## config.mk

```make
export PLATFORM = sky130hd
export DESIGN_NAME = alu_arbiter_flat
export DESIGN_NICKNAME = d
export VERILOG_FILES = /design/src/rtl/alu_arbiter_if.sv /design/src/rtl/alu_arbiter.sv /design/src/flat_wrapper.sv
export SDC_FILE = /design/constraint.sdc
export NUM_CORES = 1
export LEC_CHECK = 0
export ABC_CLOCK_PERIOD_IN_PS = 4200
export CAP_MARGIN = 20
export CORE_UTILIZATION = 44
export CTS_CLUSTER_SIZE = 25
export DETAILED_ROUTE_END_ITERATION = 7
export PLACE_DENSITY_LB_ADDON = 0.15
export SYNTH_ARGS = -nofsm -noshare
export SYNTH_HDL_FRONTEND = slang
export SYNTH_SLANG_ARGS = --single-unit
export TNS_END_PERCENT = 5
```

## constraint.sdc

```tcl
create_clock -name clk -period 4.2 [get_ports clk]
set_clock_uncertainty 0.2 [all_clocks]
set_input_delay 0.84 -clock clk [delete_from_list [all_inputs] [get_ports clk]]
set_output_delay 0.84 -clock clk [all_outputs]
set_load 0.05 [all_outputs]
```

## src/rtl/alu_arbiter_if.sv

```systemverilog
// Request/operand bus between the two ALU clients, the shared ALU, and the arbiter.
// The arbiter takes the slave side. The clients and the ALU take the master side.
interface alu_arbiter_if;
  logic [1:0] req;
  logic [1:0] op0;
  logic [1:0] op1;
  logic [7:0] a0;
  logic [7:0] b0;
  logic [7:0] a1;
  logic [7:0] b1;
  logic [1:0] alu_con;
  logic [7:0] alu_a;
  logic [7:0] alu_b;
  logic [7:0] alu_result;
  logic [1:0] gnt;
  logic [1:0] done;
  logic [7:0] result;
  logic       busy;
  logic [7:0] op_count;

  modport slave (
    input  req, op0, op1, a0, b0, a1, b1, alu_result,
    output alu_con, alu_a, alu_b, gnt, done, result, busy, op_count
  );

  modport master (
    output req, op0, op1, a0, b0, a1, b1, alu_result,
    input  alu_con, alu_a, alu_b, gnt, done, result, busy, op_count
  );
endinterface

```

## src/rtl/alu_arbiter.sv

```systemverilog
// Round-robin arbiter for two clients sharing one 8-bit ALU.
// Each grant runs IDLE -> EXEC -> DONE and returns the result with a one-cycle done pulse.
module alu_arbiter (
  input  logic          clk,
  input  logic          reset,
  alu_arbiter_if.slave  bus
);
  typedef enum logic [1:0] {
    IDLE = 2'd0,
    EXEC = 2'd1,
    DONE = 2'd2
  } state_e;

  state_e     state_q, state_d;
  logic [1:0] gnt_q, gnt_d;
  logic [1:0] done_q, done_d;
  logic [7:0] result_q, result_d;
  logic [1:0] con_q, con_d;
  logic [7:0] a_q, a_d;
  logic [7:0] b_q, b_d;
  logic [7:0] cnt_q, cnt_d;
  logic       last_q, last_d;
  logic       win;

  always_ff @(posedge clk or posedge reset) begin
    if (reset) begin
      state_q  <= IDLE;
      gnt_q    <= '0;
      done_q   <= '0;
      result_q <= '0;
      con_q    <= '0;
      a_q      <= '0;
      b_q      <= '0;
      cnt_q    <= '0;
      last_q   <= 1'b1;
    end else begin
      state_q  <= state_d;
      gnt_q    <= gnt_d;
      done_q   <= done_d;
      result_q <= result_d;
      con_q    <= con_d;
      a_q      <= a_d;
      b_q      <= b_d;
      cnt_q    <= cnt_d;
      last_q   <= last_d;
    end
  end

  always_comb begin
    state_d  = state_q;
    gnt_d    = gnt_q;
    done_d   = done_q;
    result_d = result_q;
    con_d    = con_q;
    a_d      = a_q;
    b_d      = b_q;
    cnt_d    = cnt_q;
    last_d   = last_q;
    // On a tie the client not served last wins; otherwise the sole requester wins.
    win      = (bus.req == 2'b11) ? ~last_q : bus.req[1];

    case (state_q)
      IDLE: begin
        if (bus.req != 2'b00) begin
          con_d   = win ? bus.op1 : bus.op0;
          a_d     = win ? bus.a1  : bus.a0;
          b_d     = win ? bus.b1  : bus.b0;
          gnt_d   = win ? 2'b10   : 2'b01;
          last_d  = win;
          state_d = EXEC;
        end
      end
      EXEC: begin
        result_d = bus.alu_result;
        done_d   = gnt_q;
        cnt_d    = cnt_q + 8'd1;
        state_d  = DONE;
      end
      DONE: begin
        done_d  = '0;
        gnt_d   = '0;
        state_d = IDLE;
      end
      default: begin
        state_d = IDLE;
        gnt_d   = '0;
        done_d  = '0;
      end
    endcase
  end

  assign bus.alu_con  = con_q;
  assign bus.alu_a    = a_q;
  assign bus.alu_b    = b_q;
  assign bus.gnt      = gnt_q;
  assign bus.done     = done_q;
  assign bus.result   = result_q;
  assign bus.op_count = cnt_q;
  assign bus.busy     = (state_q == EXEC) || (state_q == DONE);
endmodule

```

## src/flat_wrapper.sv

```systemverilog
// flat-port wrapper written by rule: the top's interface ports become plain ports
module alu_arbiter_flat 
  (clk, reset, bus_req, bus_op0, bus_op1, bus_a0, bus_b0, bus_a1, bus_b1, bus_alu_result, bus_alu_con, bus_alu_a, bus_alu_b, bus_gnt, bus_done, bus_result, bus_busy, bus_op_count);
  alu_arbiter_if bus_i ();
  input  logic clk;
  input  logic reset;
  input wire logic [$bits(bus_i.req)-1:0] bus_req;
  input wire logic [$bits(bus_i.op0)-1:0] bus_op0;
  input wire logic [$bits(bus_i.op1)-1:0] bus_op1;
  input wire logic [$bits(bus_i.a0)-1:0] bus_a0;
  input wire logic [$bits(bus_i.b0)-1:0] bus_b0;
  input wire logic [$bits(bus_i.a1)-1:0] bus_a1;
  input wire logic [$bits(bus_i.b1)-1:0] bus_b1;
  input wire logic [$bits(bus_i.alu_result)-1:0] bus_alu_result;
  output wire logic [$bits(bus_i.alu_con)-1:0] bus_alu_con;
  output wire logic [$bits(bus_i.alu_a)-1:0] bus_alu_a;
  output wire logic [$bits(bus_i.alu_b)-1:0] bus_alu_b;
  output wire logic [$bits(bus_i.gnt)-1:0] bus_gnt;
  output wire logic [$bits(bus_i.done)-1:0] bus_done;
  output wire logic [$bits(bus_i.result)-1:0] bus_result;
  output wire logic [$bits(bus_i.busy)-1:0] bus_busy;
  output wire logic [$bits(bus_i.op_count)-1:0] bus_op_count;
  assign bus_i.req = bus_req;
  assign bus_i.op0 = bus_op0;
  assign bus_i.op1 = bus_op1;
  assign bus_i.a0 = bus_a0;
  assign bus_i.b0 = bus_b0;
  assign bus_i.a1 = bus_a1;
  assign bus_i.b1 = bus_b1;
  assign bus_i.alu_result = bus_alu_result;
  assign bus_alu_con = bus_i.alu_con;
  assign bus_alu_a = bus_i.alu_a;
  assign bus_alu_b = bus_i.alu_b;
  assign bus_gnt = bus_i.gnt;
  assign bus_done = bus_i.done;
  assign bus_result = bus_i.result;
  assign bus_busy = bus_i.busy;
  assign bus_op_count = bus_i.op_count;
  alu_arbiter u_core (.clk(clk), .reset(reset), .bus(bus_i));
endmodule
```

* Yosys cells after proc, flatten, opt, wreduce, memory -nomap -nowiden
Cells that the tools add are included.
** Storage, ports and cells
- Word-level logic and storage cells :: 31
- Bits of input ports :: 48
- Flip-flop bits (word level) :: 41
** Operators by class
- Bitwise gates (word level) :: 2
- Multiplexer cells :: 10
- Reductions and logical operators :: 5
- Eq/ne operators :: 4
- Add/sub/neg operators :: 1
** Operators by type and width (count)
- 8-bit 2-to-1 mux :: 2
- 2-bit one-hot mux with 2 select lines :: 3
- 8-bit by 1-bit adder with 8-bit output (second input constant) :: 1
- 2-bit 2-to-1 mux :: 4
- 2-bit equality test (second input constant) :: 2
- 2-bit AND reduction :: 2
- 2-bit by 1-bit equality test with 1-bit output (second input constant) :: 1
- 2-bit zero test :: 1
- 2-bit by 1-bit inequality test with 1-bit output (second input constant) :: 1
- 1-bit NOT :: 2
- 2-bit nonzero test :: 1
- 1-bit logical OR :: 1
- 1-bit 2-to-1 mux :: 1

* Logic depth before layout (Yosys ltp)
- Depth after elaboration :: 5
- Gate-level depth with buffers :: 8
- Gate-level depth less buffers :: 5

* Least setup slack after synthesis
No wires, ideal clock.
- Path type :: flip-flop to output port
- From :: register u_core.state_q[0]
- To :: output port bus_busy
- Slack :: 2.191 ns
- Arrival :: 0.969 ns
- Path buffers :: 0
- Cell stages (with the launch flop) :: 3
- Path through :: dfrtp_1 inv_1 ha_1
** On the way
- Cells in the longest elaborated chain, start to end :: 2
** Ends and longest elaborated chain
- start, declared :: line alu_arbiter.sv:14 : state_e state_q, state_d;
- start signal, assigned :: line alu_arbiter.sv:37 : state_q <= state_d;
- 2-bit by 1-bit equality test with 1-bit output or 2-bit equality test (tied branches) :: line alu_arbiter.sv:99 : assign bus.busy = (state_q == EXEC) || (state_q == DONE);
- 1-bit logical OR (*) :: line alu_arbiter.sv:99
- end, declared :: line flat_wrapper.sv:21 : output wire logic [$bits(bus_i.busy)-1:0] bus_busy;
Every way passes the cells marked *; elsewhere a longest branch is shown, timed or not.

* Worst setup path in the final report
Same ends and word-level chain as after synthesis.

==> flow_summary.ini <==
[clock_network]
cts-buffers-inserted = 5
cts_tree = yes
cts_max_path_buffers = 2
ctsResizeCount = 0
cts.clk_slew.worst_paths_ns = 0.07
ctsHoldBuffers = 0
cts_root_buffer = clkbuf_8
cts_htree_levels = 2
clock_latency_ns = 0.29
cts.sinks = 41
cts_setup_buffers = 0

[global_route]
grt_usage_pct = 19.8
grt_overflow = 0
grt_antenna_before_repair = 0
grt_max_degree = 42
grt_pass1_wl_um = 6490
grt_pass1_vias = 1461

[logic_synthesis]
ys_types = 27
avgSynthCellArea_um2 = 10.3
syn_area_um2 = 1850
synth_area_leader_cell = dfrtp_1
yosysTopAreaCellShare_pct = 54.0
ys_async_sr_fraction_pct = 100
synth_common_cells = nand2_1, dfrtp_1, nor2_1, a31oi_1, mux2_2
synth_cells = 180
yosysSeqAreaShare_pct = 55.4
synth_edf_count = 0
synth_flop_cell = dfrtp_1
yosysMostFrequentCell = nand2_1
synth.net_count = 233
synth_warnings = 0
synth_area_leaders = dfrtp_1, nand2_1, a31oi_1
ys_ff_latch = 41

[die]
core_area_um2 = 4030
die-area_um2 = 4470
pin_count = 87
die_w_um = 66.9
rows = 23
start_util_pct = 46.0
die_h_um = 66.9

[hold_path]
hold_path_class = flop to flop

[layout]
nets = 318
synthToLayoutAreaGrowth_pct = 51.5
layoutNonFillerInstCount = 315
ff_latch_area_um2 = 1030
multi_input_area_um2 = 736
drive_gt1_share_pct = 7.17
diodes = 0
n_fill_cell = 336

[place]
gp_congestion = 0.705
post-place-ws_ns = 1.61
dp.cells = 308
dpl.hpwl_um = 2940
portBuffers = 86

[detailed_routing]
drc_errors = 0
detail_route.iter0.violations = 108
drtAntennaViolNets = 0
routed_wl_um = 4160
first_pass_iters = 4
wl_per_cell_um = 13.2
num_vias = 1561
via_per_inst = 4.96

[job]
cap_violations = 0

[timing]
max_slew_margin_pct = 47.8
fin_crit_sh_pct = 68.3
period_minus_slack_ns = 2.87
fmax_ghz = 0.349
maxSlewViolCount = 0
setup_tns_ns = 0
rsz0062_at_grt = no
whs_ns = 0.279
finalSetupViolCount = 0
final-hold-violation-count = 0
layout_setup_ws_ns = 1.33
tightestPinTransition_ns = 0.783

[setup_path]
timing.reg2reg.setup_slack_ns = 2.04
arrival_ns = 1.83
path_class = flop to output port
required_ns = 3.16
cp-end-kind = output port
crit_fanout = 4
setup.worst_path.start_class = flop

[outcome]
status = completed

[power_and_ir_drop]
power.density_nw_per_um2 = 864
p_leak_nw = 1.21
p_total_mw = 2.42
ir_worst_vdd_v = 0.000501
[cell usage in the layout (no fill, tap or decap), types with 4 or more instances in the layout]
master	count
clkdlybuf4s50_1	86
nand2_1	45
dfrtp_1	40
nor2_1	20
a31oi_1	19
mux2_2	9
clkbuf_8	6
inv_1	5
ha_1	5
xor2_1	4
[worst paths after layout]
| kind | depth (start not counted) | startpoint | end |
|---|---|---|---|
| worst max-delay path | 3 | u_core.state_q[0]$_DFFE_PP0P_ | bus_busy |
| worst min-delay path | 1 | u_core.bus.op_count[7]$_DFFE_PP0N_ | u_core.bus.op_count[7]$_DFFE_PP0N_ |
| worst max register to register | 5 | u_core.state_q[1]$_DFFE_PP0P_ | u_core.bus.op_count[7]$_DFFE_PP0N_ |
| worst min register to register | 1 | u_core.bus.op_count[7]$_DFFE_PP0N_ | u_core.bus.op_count[7]$_DFFE_PP0N_ |
| max in group asynchronous | 3 | reset | u_core.last_q$_DFFE_PP1P_ |
| min in group asynchronous | 3 | reset | u_core.bus.done[0]$_DFFE_PP0P_ |
[stage by stage]
stage	utilization [%]	cell area (um^2)
finish	69.7	2810
global route	69.7	2810
CTS	69.7	2810
detailed placement	67.5	2720
global placement	67.5	2720
floorplan	-	1850
[logic make-up after synthesis]
kind of cell	after synthesis	share of synthesized area, %
adders and majority gates	5	3.38
AOI/OAI and AO/OA	28	10.4
muxes	11	6.68
DFF	41	55.4
and+or+nand+nor	73	15.9
buffers and inverters	15	4.86
xor gates and xnor gates	7	3.31
[layer usage]
| layer | part of all wire, % | vias up | track usage, % |
|---|---|---|---|
| li1 | - | 768 | - |
| met1 | 44 | 727 | 23.4 |
| met2 | 48 | 57 | 33.0 |
| met3 | 5.7 | 9 | 4.62 |
| met4 | 2.3 | 0 | 10.6 |
| met5 | 0 | - | 0 |
[cell type report]
cell class	instances	share of cell area (%)
repair buffers	88	31.2
well taps	50	2.23
clock buffers	7	3.08
multi-input cells	124	26.2
flip-flops and latches	41	36.6
inverters	5	0.669
[power breakdown]
| part | internal, mW | total [mW] | leakage, nW | switching, mW |
|---|---|---|---|---|
| combinational | 0.520 | 1.46 | 0.676 | 0.938 |
| clock | 0.130 | 0.259 | 0.0443 | 0.129 |
| sequential | 0.583 | 0.706 | 0.485 | 0.123 |
[flip-flops by register name, indices dropped and copies added (netlist names)]
register and count:
u_core.last_q 1, u_core.bus.alu_a 8, u_core.bus.gnt 2, u_core.bus.result 8, u_core.bus.op_count 8, u_core.bus.done 2
u_core.bus.alu_b 8, u_core.bus.alu_con 2, u_core.state_q 2
[worst max-delay path: stages (launching register included)]
cell and delay [ns]:
dfrtp_1 0.40, inv_1 0.08, ha_1 0.27, clkdlybuf4s50_1 0.79
(Power assumes the default switching activity.)
